File: config.mk
export PLATFORM = sky130hd
export DESIGN_NAME = lsu_ctrl
export DESIGN_NICKNAME = d
export VERILOG_FILES = /design/src/rtl/lsu_pkg.sv /design/src/rtl/lsu_load_align.sv /design/src/rtl/lsu_ctrl.sv
export SDC_FILE = /design/constraint.sdc
export NUM_CORES = 1
export LEC_CHECK = 0
export CAP_MARGIN = 20
export CORE_MARGIN = 4
export CORE_UTILIZATION = 42
export DETAILED_ROUTE_END_ITERATION = 8
export GPL_ROUTABILITY_DRIVEN = 0
export GPL_TIMING_DRIVEN = 1
export PLACE_DENSITY = 0.76
export SKIP_LAST_GASP = 1
export SLEW_MARGIN = 25
export SYNTH_ARGS = -nofsm -noshare
export SYNTH_HDL_FRONTEND = slang
export SYNTH_SLANG_ARGS = --single-unit
File: constraint.sdc
create_clock -name clk -period 3.1 [get_ports clk]
set_clock_uncertainty 0.05 [all_clocks]
set_input_delay 0.465 -clock clk [delete_from_list [all_inputs] [get_ports clk]]
set_output_delay 0.465 -clock clk [all_outputs]
set_load 0.005 [all_outputs]
File: src/rtl/lsu_pkg.sv
// Shared definitions for the load/store unit: RV32I size codes, FSM states
// and the byte/half lane masks used when merging sub-word stores.
package lsu_pkg;

    localparam logic [2:0] F3_B  = 3'b000;
    localparam logic [2:0] F3_H  = 3'b001;
    localparam logic [2:0] F3_W  = 3'b010;
    localparam logic [2:0] F3_BU = 3'b100;
    localparam logic [2:0] F3_HU = 3'b101;

    typedef enum logic [1:0] {
        IDLE   = 2'd0,
        RMW_WR = 2'd1,
        RESP   = 2'd2
    } lsu_state_t;

    localparam logic [31:0] LANE_MASK_B = 32'h0000_00FF;
    localparam logic [31:0] LANE_MASK_H = 32'h0000_FFFF;

    // Loads accept B/H/W/BU/HU; stores only B/H/W.
    function automatic logic f3_legal(input logic we, input logic [2:0] f3);
        if (we)
            return (f3 == F3_B) || (f3 == F3_H) || (f3 == F3_W);
        else
            return (f3 == F3_B) || (f3 == F3_H) || (f3 == F3_W) ||
                   (f3 == F3_BU) || (f3 == F3_HU);
    endfunction

    // Address bits that must be zero for a naturally aligned access.
    function automatic logic [1:0] align_bits(input logic [2:0] f3);
        case (f3[1:0])
            2'b01:   return 2'b01;
            2'b10:   return 2'b11;
            default: return 2'b00;
        endcase
    endfunction

endpackage

File: src/rtl/lsu_load_align.sv
// Load result formatting: picks the addressed byte/half out of a memory
// word and sign- or zero-extends it according to funct3.
module lsu_load_align
    import lsu_pkg::*;
#(
    parameter int DATA_WIDTH = 32
) (
    input  logic [DATA_WIDTH-1:0] word,
    input  logic [1:0]            byte_off,
    input  logic [2:0]            funct3,
    output logic [DATA_WIDTH-1:0] data
);

    logic [7:0]  byte_sel;
    logic [15:0] half_sel;

    // Select the addressed byte lane and the addressed half lane.
    always_comb begin
        byte_sel = word[{byte_off, 3'b000} +: 8];
        half_sel = word[{byte_off[1], 4'b0000} +: 16];
    end

    // Extend the selected lane to a full word.
    always_comb begin
        case (funct3)
            F3_B:    data = {{(DATA_WIDTH-8){byte_sel[7]}}, byte_sel};
            F3_BU:   data = {{(DATA_WIDTH-8){1'b0}}, byte_sel};
            F3_H:    data = {{(DATA_WIDTH-16){half_sel[15]}}, half_sel};
            F3_HU:   data = {{(DATA_WIDTH-16){1'b0}}, half_sel};
            F3_W:    data = word;
            default: data = '0;
        endcase
    end

endmodule

File: src/rtl/lsu_ctrl.sv
// Load/store unit controller between EX/MEM and a word-wide data memory.
// Sub-word stores are done as read-modify-write over two cycles.
// Build option: LSU_MISALIGN_TRAP_EN -- when defined, misaligned half/word
// accesses are rejected with rsp_err; otherwise the address is force-aligned.
module lsu_ctrl
    import lsu_pkg::*;
#(
    parameter int DATA_WIDTH = 32,
    parameter int ADDR_WIDTH = 32
) (
    input  logic                  clk,
    input  logic                  rst_n,
    input  logic                  req_valid,
    input  logic                  req_we,
    input  logic [2:0]            req_funct3,
    input  logic [ADDR_WIDTH-1:0] req_addr,
    input  logic [DATA_WIDTH-1:0] req_wdata,
    output logic                  req_ready,
    output logic                  dm_wr_en,
    output logic [ADDR_WIDTH-1:0] dm_addr,
    output logic [DATA_WIDTH-1:0] dm_wr_data,
    input  logic [DATA_WIDTH-1:0] dm_rd_data,
    output logic                  rsp_valid,
    output logic [DATA_WIDTH-1:0] rsp_rdata,
    output logic                  rsp_err
);

    lsu_state_t state, state_next;

    logic                  accept;
    logic                  bad;
    logic                  do_sw;
    logic                  do_rmw;
    logic [1:0]            low_mask;
    logic [ADDR_WIDTH-1:0] eff_addr;
    logic [ADDR_WIDTH-1:0] word_addr;
    logic [1:0]            byte_off;
    logic [4:0]            lane_shift;
    logic [DATA_WIDTH-1:0] wmask;
    logic [DATA_WIDTH-1:0] merged;
    logic [DATA_WIDTH-1:0] load_data;

    logic [DATA_WIDTH-1:0] merge_q;
    logic [ADDR_WIDTH-1:0] addr_q;
    logic [DATA_WIDTH-1:0] rdata_q;
    logic                  err_q;

    assign low_mask = align_bits(req_funct3);

`ifdef LSU_MISALIGN_TRAP_EN
    logic misaligned;
    assign misaligned = |(req_addr[1:0] & low_mask);
    assign eff_addr   = req_addr;
    assign bad        = !f3_legal(req_we, req_funct3) || misaligned;
`else
    assign eff_addr   = {req_addr[ADDR_WIDTH-1:2], req_addr[1:0] & ~low_mask};
    assign bad        = !f3_legal(req_we, req_funct3);
`endif

    assign byte_off   = eff_addr[1:0];
    assign lane_shift = {byte_off, 3'b000};
    assign word_addr  = {eff_addr[ADDR_WIDTH-1:2], 2'b00};

    assign accept = req_valid && (state == IDLE);
    assign do_sw  = accept && req_we && !bad && (req_funct3 == F3_W);
    assign do_rmw = accept && req_we && !bad && (req_funct3 != F3_W);

    lsu_load_align #(.DATA_WIDTH(DATA_WIDTH)) u_load_align (
        .word     (dm_rd_data),
        .byte_off (byte_off),
        .funct3   (req_funct3),
        .data     (load_data)
    );

    // Merge the store lanes into the word read back from memory.
    always_comb begin
        wmask  = ((req_funct3[1:0] == 2'b00) ? DATA_WIDTH'(LANE_MASK_B)
                                            : DATA_WIDTH'(LANE_MASK_H)) << lane_shift;
        merged = (dm_rd_data & ~wmask) | ((req_wdata << lane_shift) & wmask);
    end

    // State register.
    always_ff @(posedge clk) begin
        if (!rst_n)
            state <= IDLE;
        else
            state <= state_next;
    end

    // Capture load result, error flag and pending RMW word on accept.
    always_ff @(posedge clk) begin
        if (!rst_n) begin
            merge_q <= '0;
            addr_q  <= '0;
            rdata_q <= '0;
            err_q   <= 1'b0;
        end else if (accept) begin
            merge_q <= merged;
            addr_q  <= word_addr;
            rdata_q <= (!req_we && !bad) ? load_data : '0;
            err_q   <= bad;
        end
    end

    // Next-state logic.
    always_comb begin
        state_next = state;
        case (state)
            IDLE:    if (accept) state_next = do_rmw ? RMW_WR : RESP;
            RMW_WR:  state_next = RESP;
            RESP:    state_next = IDLE;
            default: state_next = IDLE;
        endcase
    end

    // Outputs; writes are suppressed while reset is held so an aborted RMW never lands.
    always_comb begin
        req_ready  = (state == IDLE);
        dm_addr    = (state == RMW_WR) ? addr_q  : word_addr;
        dm_wr_data = (state == RMW_WR) ? merge_q : req_wdata;
        dm_wr_en   = rst_n && (do_sw || (state == RMW_WR));
        rsp_valid  = (state == RESP);
        rsp_rdata  = (state == RESP) ? rdata_q : '0;
        rsp_err    = (state == RESP) && err_q;
    end

endmodule

==> results.md, run 1 <==
* Max-slew violations at 0
* GRT Total Usage at 24.9%
* Worst-path maximum fanout at 4
* Synth Cell Area at 5500 um2
* Row cnt at 41
* CP Class: primary input to output port
* Fin crit period at 2.89 ns
* I/O pins at 203
* Post-Route WL at 19.1 mm
* Clock sinks at 97
* Post-CTS Resized at 0
* Clock-pin slew on the worst setup and hold paths at 0.06 ns
* CTS Buf Count at 9
* DR vias at 5559
* R2R Path Start: state[0]
* DRT antenna net count at 0
* Core Region at 12700 um2
* Critical path arrival at 2.37 ns
* Cell accounting for the most synthesized area: dfxtp_1
* Hold Fails Final Rpt at 0
* Cells after Synth at 613
* Drt initial violations at 631
* Initial antenna violation count at 0
* Pwr/cell area at 404 nW/um2
* Peak Freq at 346 MHz
* Sequential element share of the synthesized area at 35.3%
* Worst reg2reg endpoint: rdata_q[20]
* Total grt overflow at 0
* Multi-input logic area at 3280 um2
* Fill count at 1097
* # setup viols final at 0
* CP Launch Point: req_funct3[0]
* Reg-to-reg setup timing slack at 0.85 ns
* R2R depth at 6
* DR DRC count at 0
* Drt pass-1 iters at 5
* Setup crit end: dm_wr_en
* Synth warn at 0
* Area growth syn-to-layout at 44.3%
* Syn Area/Cell at 8.97 um2
* CTS Buffer Depth at 2
* # nets final at 899
* CTS root buffer: clkbuf_16
* Vias in the first global route at 5484
* Post-synthesis register bit count at 97
* Synth cell types at 53
* Worst path required time at 2.58 ns
* Crit start category: primary input
* Slew HR at 40.8%
* CP Capture Type: output port
* TritonCTS clock tree: yes
* Diode count at 0
* Number of flops mapped to enable cells by yosys at 0
* Number of setup buffers added after CTS at 0
* FF/Latch Area at 1940 um2
* Die X at 122 um
* WHS at 0.405 ns
* CTS Hold Bufs at 0
* Clock latency on the worst-skew pair at 0.33 ns
* Vias per std cell at 5.74
* First-pass GRT wire length at 29.4 mm
* PortBufs at 200
* Top area cells in the synthesized netlist: dfxtp_1, mux2_2, nand2_1
* Die area at 15000 um2
* TNS Setup at 0 ns
* Die height at 122 um
* Post-synth top flop: dfxtp_1
* Most common cell in the synthesized netlist: dfxtp_1
* Hpwl dp at 14.5 mm
* Synth top cells by count: dfxtp_1, nand2_1, mux2_2
* Period utilization at 93.1%
* Worst Hold Class: register to register
* WL/cell at 19.7 um
* Slew @ Worst Pin at 0.887 ns
* # H-tree levels at 3
* Initial Utilization at 43.2%
* Post-synth top area share at 35.3%
* FFs w/ async S/R, synth at 0%
* Leakage at 3.05 nW
* Pin count of the biggest net entering global routing at 50
* Peak VDD IR at 0.000338 V
* Proportion of layout cells with a drive suffix above 1 at 17.8%
* RSZ-0062 raised after global routing: no
* Max Cap Violations at 0
* Outcome: completed
[placed cells by master, fill, tap and decap left out, types with 3 or more instances in the layout]
master           instances
a21oi_4                  3
clkdlybuf4s50_1        200
dfxtp_1                 97
a32oi_1                  8
nor3_1                   3
o21ai_1                  6
o211ai_2                 4
a22oi_1                 29
and2_1                  33
nand3_1                 39
ha_1                     4
a311oi_1                 8
o211ai_1                 4
mux2_2                  81
o22ai_1                  8
buf_4                   18
nand2_1                 87
a21oi_1                 42
and3_1                   3
a221oi_1                 3
o21ai_0                 31
mux2i_1                 16
nor2_1                  14
nor2b_1                  3
clkinv_2                 3
nand2b_1                 3
clkbuf_16                9
[critical path, cell delays in order]
cell	delay (ns)
clkdlybuf4s50_1	0.43
inv_1	0.12
ha_1	0.20
nor2b_1	0.18
nand3_1	0.10
a21oi_1	0.29
clkdlybuf4s50_1	0.58
[flip-flops by register name, summed over array words and instances, names as in the netlist]
register,count
addr_q,30
err_q,1
merge_q,32
rdata_q,32
state,2
[final cells by class]
type,count,area share [%]
Tap cell,172,2.71
Multi-Input combinational cell,461,41.4
Clock inverter,5,0.678
Clock buffer,11,3.19
Inverter,3,0.142
Timing Repair Buffer,220,27.4
Sequential cell,97,24.5
[metrics by stage]
step / total power (W) / util (%) / cell area [um2] / std cells / setup slack, ns
after CTS: 0.00321 / 62.4 / 7930 / 969 / 0.225
final: 0.00320 / 62.4 / 7930 / 969 / 0.213
after global placement: 0.00205 / 59.9 / 7630 / 953 / 0.199
after floorplan: 0.00171 / - / 5500 / 614 / 0.993
after detailed placement: 0.00207 / 59.9 / 7630 / 953 / 0.230
after global routing: 0.00333 / 62.4 / 7930 / 969 / 0.0230
[worst min-delay path by stage]
| stage | startpoint | cells after the start | end |
|---|---|---|---|
| floorplan | merge_q[16] | 2 | merge_q[16] |
| global placement | addr_q[11] | 2 | addr_q[11] |
| detailed placement | addr_q[24] | 2 | addr_q[24] |
| CTS | addr_q[24] | 2 | addr_q[24] |
| global route | addr_q[24] | 2 | addr_q[24] |
| finish | addr_q[24] | 2 | addr_q[24] |
[logic make-up after synthesis]
logic type,share of synthesized area [%]
AOI/OAI and AO/OA,18.4
adders and majority gates,0.910
buffers and inverters,5.30
DFF,35.3
muxes,20.3
other,0.0682
and+or+nand+nor,19.7
[per-layer routing]
| metal | part of all wire, % | track usage, % | vias up | wire (um) |
|---|---|---|---|---|
| met5 | 0 | 0 | - | 0 |
| met4 | 4.3 | 11.7 | 0 | 817 |
| met3 | 7.6 | 4.70 | 51 | 1440 |
| met2 | 47 | 39.6 | 295 | 8990 |
| met1 | 41 | 32.5 | 2643 | 7830 |
| li1 | - | - | 2570 | - |
[report_power, final]
group | switching, W | internal [W]
logic | 0.000327 | 0.000370
registers | 0.0000399 | 0.00132
clock network | 0.000484 | 0.000667
total | 0.000851 | 0.00235
Note: power is estimated with default switching activity, not from simulation.
==> inputs of run 2 (changes only) <==
--- a/config.mk
+++ b/config.mk
@@ -11,6 +11,7 @@
 export DETAILED_ROUTE_END_ITERATION = 8
 export GPL_ROUTABILITY_DRIVEN = 0
 export GPL_TIMING_DRIVEN = 1
+export MAX_ROUTING_LAYER = met4
 export PLACE_DENSITY = 0.76
 export SKIP_LAST_GASP = 1
 export SLEW_MARGIN = 25
==> run 2 against run 1 <==
Non-clock buffer count unchanged. Critical endpoint unchanged. Final cell count unchanged. Flip-flop and latch count unchanged. Power about the same. Core utilization is the same. Highest routed layer unchanged. Fmax about the same. First-iteration DRC count is 8.7% lower. Largest cell class unchanged.
==> results.md, run 2 (synthesis results as in run 1) <==
* # H-tree levels at 3 (unchanged)
* R2R Path Start: state[0]
* Peak Freq at 346 MHz (about the same)
* Clock-pin slew on the worst setup and hold paths at 0.06 ns (about the same)
* Slowest-stage cell, CP: clkdlybuf4s50_1
* CTS Hold Bufs at 0 (unchanged)
* Top flop regs: merge_q x32, rdata_q x32, addr_q x30
* Slew @ Worst Pin at 0.882 ns (-0.00548 ns)
* Vias per std cell at 5.69 (-0.74%)
* DRT antenna net count at 0 (unchanged)
* CTS Buf Count at 9 (unchanged)
* # setup viols final at 0 (unchanged)
* Psw at 0.000854 W (+0.34%)
* Number of setup buffers added after CTS at 0 (unchanged)
* Post-Route WL at 19.2 mm (+0.49%)
* Net Sw Frac at 26.6% (+0.065 points)
* Pwr/cell area at 404 nW/um2 (about the same)
* Worst-path maximum fanout at 4 (unchanged)
* Max incr delay on CP at 0.58 ns (about the same)
* Initial antenna violation count at 0 (unchanged)
* RSZ-0062 raised after global routing: no
* Fin crit period at 2.89 ns (+0.000419 ns)
* Area growth syn-to-layout at 44.3% (unchanged)
* CP Capture Type: output port
* CTS root buffer: clkbuf_16
* Family with the most delay on the worst path: buffers and inverters
* Core Region at 12700 um2 (unchanged)
* CP Class: primary input to output port
* Fill count at 1097 (unchanged)
* Ordered cell list for the critical path: clkdlybuf4s50_1 > inv_1 > ha_1 > nor2b_1 > nand3_1 > a21oi_1 > clkdlybuf4s50_1
* Max Cap Violations at 0 (unchanged)
* PortBufs at 200 (unchanged)
* Clock network fraction of total power at 36.0% (about the same)
* DR DRC count at 0 (unchanged)
* Most used cell, CP: clkdlybuf4s50_1
* Row cnt at 41 (unchanged)
* Worst reg2reg endpoint: rdata_q[20]
* Hold Crit Depth at 2 (unchanged)
* Proportion of layout cells with a drive suffix above 1 at 17.8% (unchanged)
* Logic gate share of total power at 21.8% (about the same)
* R2R depth at 6 (unchanged)
* Die area at 15000 um2 (unchanged)
* # nets final at 899 (unchanged)
* GRT Total Usage at 25.6% (+0.73 points)
* Post-CTS Resized at 0 (unchanged)
* Hold Fails Final Rpt at 0 (unchanged)
* Vias in the first global route at 5467 (-0.31%)
* Max-slew violations at 0 (unchanged)
* Commonest non-fill, non-tap cell in the layout: clkdlybuf4s50_1
* Die X at 122 um (unchanged)
* DR vias at 5518 (-0.74%)
* Worst Hold Class: register to register
* TritonCTS clock tree: yes
* Period utilization at 93.1% (about the same)
* I/O pins at 203 (unchanged)
* Pin count of the biggest net entering global routing at 50 (unchanged)
* Sequential Power Share at 42.3% (about the same)
* CP Buf/Inv Count at 3 (unchanged)
* Initial Utilization at 43.2% (unchanged)
* Hold Path End: addr_q[24]
* Clock latency on the worst-skew pair at 0.33 ns (about the same)
* Slew HR at 41.2% (+0.37 points)
* Diode count at 0 (unchanged)
* Worst path required time at 2.58 ns (about the same)
* Outcome: completed
* Most frequent cells in the layout: clkdlybuf4s50_1, dfxtp_1, nand2_1, mux2_2, a21oi_1
* Leakage at 3.05 nW (unchanged)
* Hold_sp: addr_q[24]
* Critical path arrival at 2.37 ns (about the same)
* Reg-to-reg setup timing slack at 0.85 ns (about the same)
* First-pass GRT wire length at 29.5 mm (+0.12%)
* CTS Buffer Depth at 2 (unchanged)
* TNS Setup at 0 ns (unchanged)
* WL/cell at 19.8 um (+0.49%)
* Clock sinks at 97 (unchanged)
* Crit start category: primary input
* Int Pwr at 0.00235 W (about the same)
* Peak VDD IR at 0.000338 V (about the same)
* Drt pass-1 iters at 6 (+1)
* Total grt overflow at 0 (unchanged)
* Hpwl dp at 14.5 mm (unchanged)
* Util after Layout at 62.4% (unchanged)
* Die height at 122 um (unchanged)
* Drt initial violations at 576 (-8.7%)
-- run 2: cell counts in the layout (fill, tap and decap cells not counted) --
No cell type changed its count.
-- run 2: worst reg2reg max path, delay by kind of cell (launching register included) --
kind                   cells  cell delay, ns
flip-flops                 1            0.48
AO/OA/AOI/OAI              1            0.11
buffers and inverters      2            0.63
AND/OR/NAND/NOR            3            0.91
-- run 2: how the worst max path moves through the flow --
stage,cells past startpoint,start,end
2_1_floorplan,6,req_funct3[0],dm_wr_en
3_5_place_dp,7,req_funct3[0],dm_wr_en
6_report,7,req_funct3[0],dm_wr_en
5_1_grt,7,req_funct3[0],dm_wr_en
4_1_cts,7,req_funct3[0],dm_wr_en
3_3_place_gp,7,req_funct3[0],dm_wr_en
-- run 2: routing by layer --
| metal | part of all wire [%] | vias up | track usage [%] |
|---|---|---|---|
| met4 | 4.0 | 0 | 11.5 |
| met2 | 47 | 268 | 39.7 |
| met1 | 42 | 2636 | 32.9 |
| met3 | 6.9 | 48 | 4.10 |
| li1 | - | 2566 | - |
| met5 | 0 | - | - |
-- run 2: power by group through the flow --
stage / clock (W) / sequential, W / combinational [W]
after floorplan: 0 / 0.00137 / 0.000341
after global placement: 0 / 0.00138 / 0.000671
after detailed placement: 0 / 0.00138 / 0.000687
after CTS: 0.00116 / 0.00136 / 0.000691
after global routing: 0.00122 / 0.00136 / 0.000747
final: 0.00115 / 0.00136 / 0.000698
-- run 2: final cells by class --
type                    instances  area, um2  area share [%]
clock buffers                  11        253            3.19
flip-flops and latches         97       1940            24.5
clock inverters                 5       53.8           0.678
multi-input cells             461       3280            41.4
repair buffers                220       2180            27.4
well taps                     172        215            2.71
inverters                       3       11.3           0.142
-- run 2: metrics by stage --
| step | total power, W | std cells | area (um2) | hold WS, ns | worst slack (ns) |
|---|---|---|---|---|---|
| final | 0.00321 | 969 | 7930 | 0.404 | 0.213 |
| after floorplan | 0.00171 | 614 | 5500 | 0.371 | 0.993 |
| after detailed placement | 0.00207 | 953 | 7630 | 0.396 | 0.230 |
| after global placement | 0.00205 | 953 | 7630 | 0.390 | 0.199 |
| after global routing | 0.00333 | 969 | 7930 | 0.422 | 0.0230 |
| after CTS | 0.00321 | 969 | 7930 | 0.405 | 0.225 |
==> inputs of run 3 (changes only) <==
==> constraint.sdc (replaced) <==
create_clock -name clk -period 2.7 [get_ports clk]
set_clock_uncertainty 0.05 [all_clocks]
set_input_delay 0.405 -clock clk [delete_from_list [all_inputs] [get_ports clk]]
set_output_delay 0.405 -clock clk [all_outputs]
set_load 0.005 [all_outputs]
==> run 3 against run 2 <==
Sequential share of layout area decreased by 0.14 points. Final cell count increased by 0.31%. Wire length increased by 1.6%. Die area unchanged. Critical path depth decreased by 3. Clock-buffer cell count decreased by 2. Largest power group unchanged.
==> results.md, run 3 (synthesis results as in run 1) <==
* Die area at 15000 um2 (unchanged)
* Row cnt at 41 (unchanged)
* Number of setup buffers added after CTS at 0 (unchanged)
* TritonCTS clock tree: yes
* CTS root buffer: clkbuf_16
* Design Area, Final at 7980 um2 (+0.65%)
* Die X at 122 um (unchanged)
* RSZ-0062 raised after global routing: no
* Net Sw Frac at 27.2% (+0.56 points)
* # nets final at 902 (+0.33%)
* Area growth syn-to-layout at 45.2%
* Total grt overflow at 0 (unchanged)
* Peak VDD IR at 0.000360 V (+6.4%)
* Clock sinks at 97 (unchanged)
* Sequential Power Share at 42.5% (+0.2 points)
* WHS at 0.406 ns (+0.00146 ns)
* Placed cell area at 7650 um2 (+0.36%)
* Post-Route WL at 19.5 mm (+1.6%)
* Commonest non-fill, non-tap cell in the layout: clkdlybuf4s50_1
* Diode count at 0 (unchanged)
* DR vias at 5566 (+0.87%)
* I/O pins at 203 (unchanged)
* Vias per std cell at 5.73 (+0.56%)
* Worst path required time at 2.25 ns (-0.33 ns)
* Pin count of the biggest net entering global routing at 64 (+28%)
* Hpwl dp at 14.4 mm (-0.46%)
* TNS Setup at 0 ns (unchanged)
* Worst Hold Class: register to register
* Max-slew violations at 0 (unchanged)
* Core Region at 12700 um2 (unchanged)
* CP Class: register to output port
* Peak Freq at 398 MHz
* Clock-pin slew on the worst setup and hold paths at 0.06 ns (about the same)
* Clock latency on the worst-skew pair at 0.34 ns (about the same)
* GRT Total Usage at 25.7% (+0.16 points)
* Drt initial violations at 522 (-9.4%)
* Logic gate share of total power at 22.3% (+0.5 points)
* Critical path arrival at 2.06 ns (-0.31 ns)
* Initial antenna violation count at 0 (unchanged)
* CP Capture Type: output port
* Pwr/cell area at 458 nW/um2 (+13%)
* # H-tree levels at 3 (unchanged)
* Max Cap Violations at 0 (unchanged)
* Fin crit period at 2.51 ns
* CTS Buffer Depth at 2 (unchanged)
* Vias in the first global route at 5380 (-1.6%)
* Crit start category: register
* Hold Fails Final Rpt at 0 (unchanged)
* WL/cell at 20.0 um (+1.2%)
* CTS Buf Count at 9 (unchanged)
* Initial Utilization at 43.2% (unchanged)
* Leakage at 3.09 nW (+1.2%)
* Worst-path maximum fanout at 32 (+28)
* Slowest-stage cell, CP: clkdlybuf4s50_1
* DR DRC count at 0 (unchanged)
* PortBufs at 200 (unchanged)
* Slew @ Worst Pin at 0.861 ns (-0.0200 ns)
* Most frequent cells in the layout: clkdlybuf4s50_1, dfxtp_1, nand2_1, mux2_2, a21oi_1
* Top flop regs: merge_q x32, rdata_q x32, addr_q x30
* Slew HR at 42.3% (+1.2 points)
* Max incr delay on CP at 0.47 ns (-0.11 ns)
* Util after Layout at 62.8% (+0.40 points)
* DRT antenna net count at 0 (unchanged)
* Int Pwr at 0.00266 W (+13%)
* Psw at 0.000994 W (+16%)
* First-pass GRT wire length at 29.6 mm (+0.42%)
* Outcome: completed
* Die height at 122 um (unchanged)
* # setup viols final at 0 (unchanged)
* Final Power at 0.00366 W (+14%)
* Drt pass-1 iters at 8 (+2)
* Proportion of layout cells with a drive suffix above 1 at 18.5% (+0.68 points)
* Period utilization at 93.0%
* Ordered cell list for the critical path: nand2b_2 > buf_12 > mux2_2 > clkdlybuf4s50_1
* Clock network fraction of total power at 35.1% (-0.9 points)
[run 3: layout make-up]
type                       count  area (um2)
timing repair buffer         223        2230
clock buffer                   9         225
fill                        1120        4740
clock inverter                 7        70.1
inverter                       3        11.3
multi-input combinational    461        3290
sequential                    97        1940
tap                          172         215
[run 3: critical path, delay by kind of cell (launching register included)]
kind / cells / cell delay (ns)
buffers and inverters: 2 / 0.69
flip-flops: 1 / 0.40
AND/OR/NAND/NOR: 1 / 0.22
multiplexers: 1 / 0.38
[run 3: metrics by stage]
stage                     setup slack (ns)  std cells
final                                0.189        972
after global routing                 0.107        972
after CTS                          0.00750        971
after detailed placement           -0.0718        955
after global placement             -0.0222        955
after floorplan                      0.708        614
[run 3: power groups by stage]
stage               Sequential, W  Clock, W  Combinational [W]
floorplan                 0.00157         0           0.000391
global placement          0.00158         0           0.000784
detailed placement        0.00159         0           0.000802
CTS                       0.00156   0.00130           0.000808
global route              0.00157   0.00136           0.000874
finish                    0.00156   0.00129           0.000816
[run 3: worst paths after layout]
check,from,end,slack (ns),cells past startpoint
max,state[1],dm_wr_data[28],0.19,4
min,addr_q[29],addr_q[29],0.41,2
min reg2reg,addr_q[29],addr_q[29],0.41,2
max reg2reg,state[0],rdata_q[27],0.68,6
[run 3: what timing repair did]
item,CTS,global route
pin swaps,0,1
resized for setup,1,3
hold buffers,0,0
gates cloned,0,1
setup endpoints to repair,1,63
[run 3: layer usage]
layer  track usage, %  vias up  wire length, um
li1                 -     2584                -
met1             33.2     2656             7820
met2             41.5      277             9510
met3             3.73       49             1520
met4             9.03        0              626
met5                -        -                0
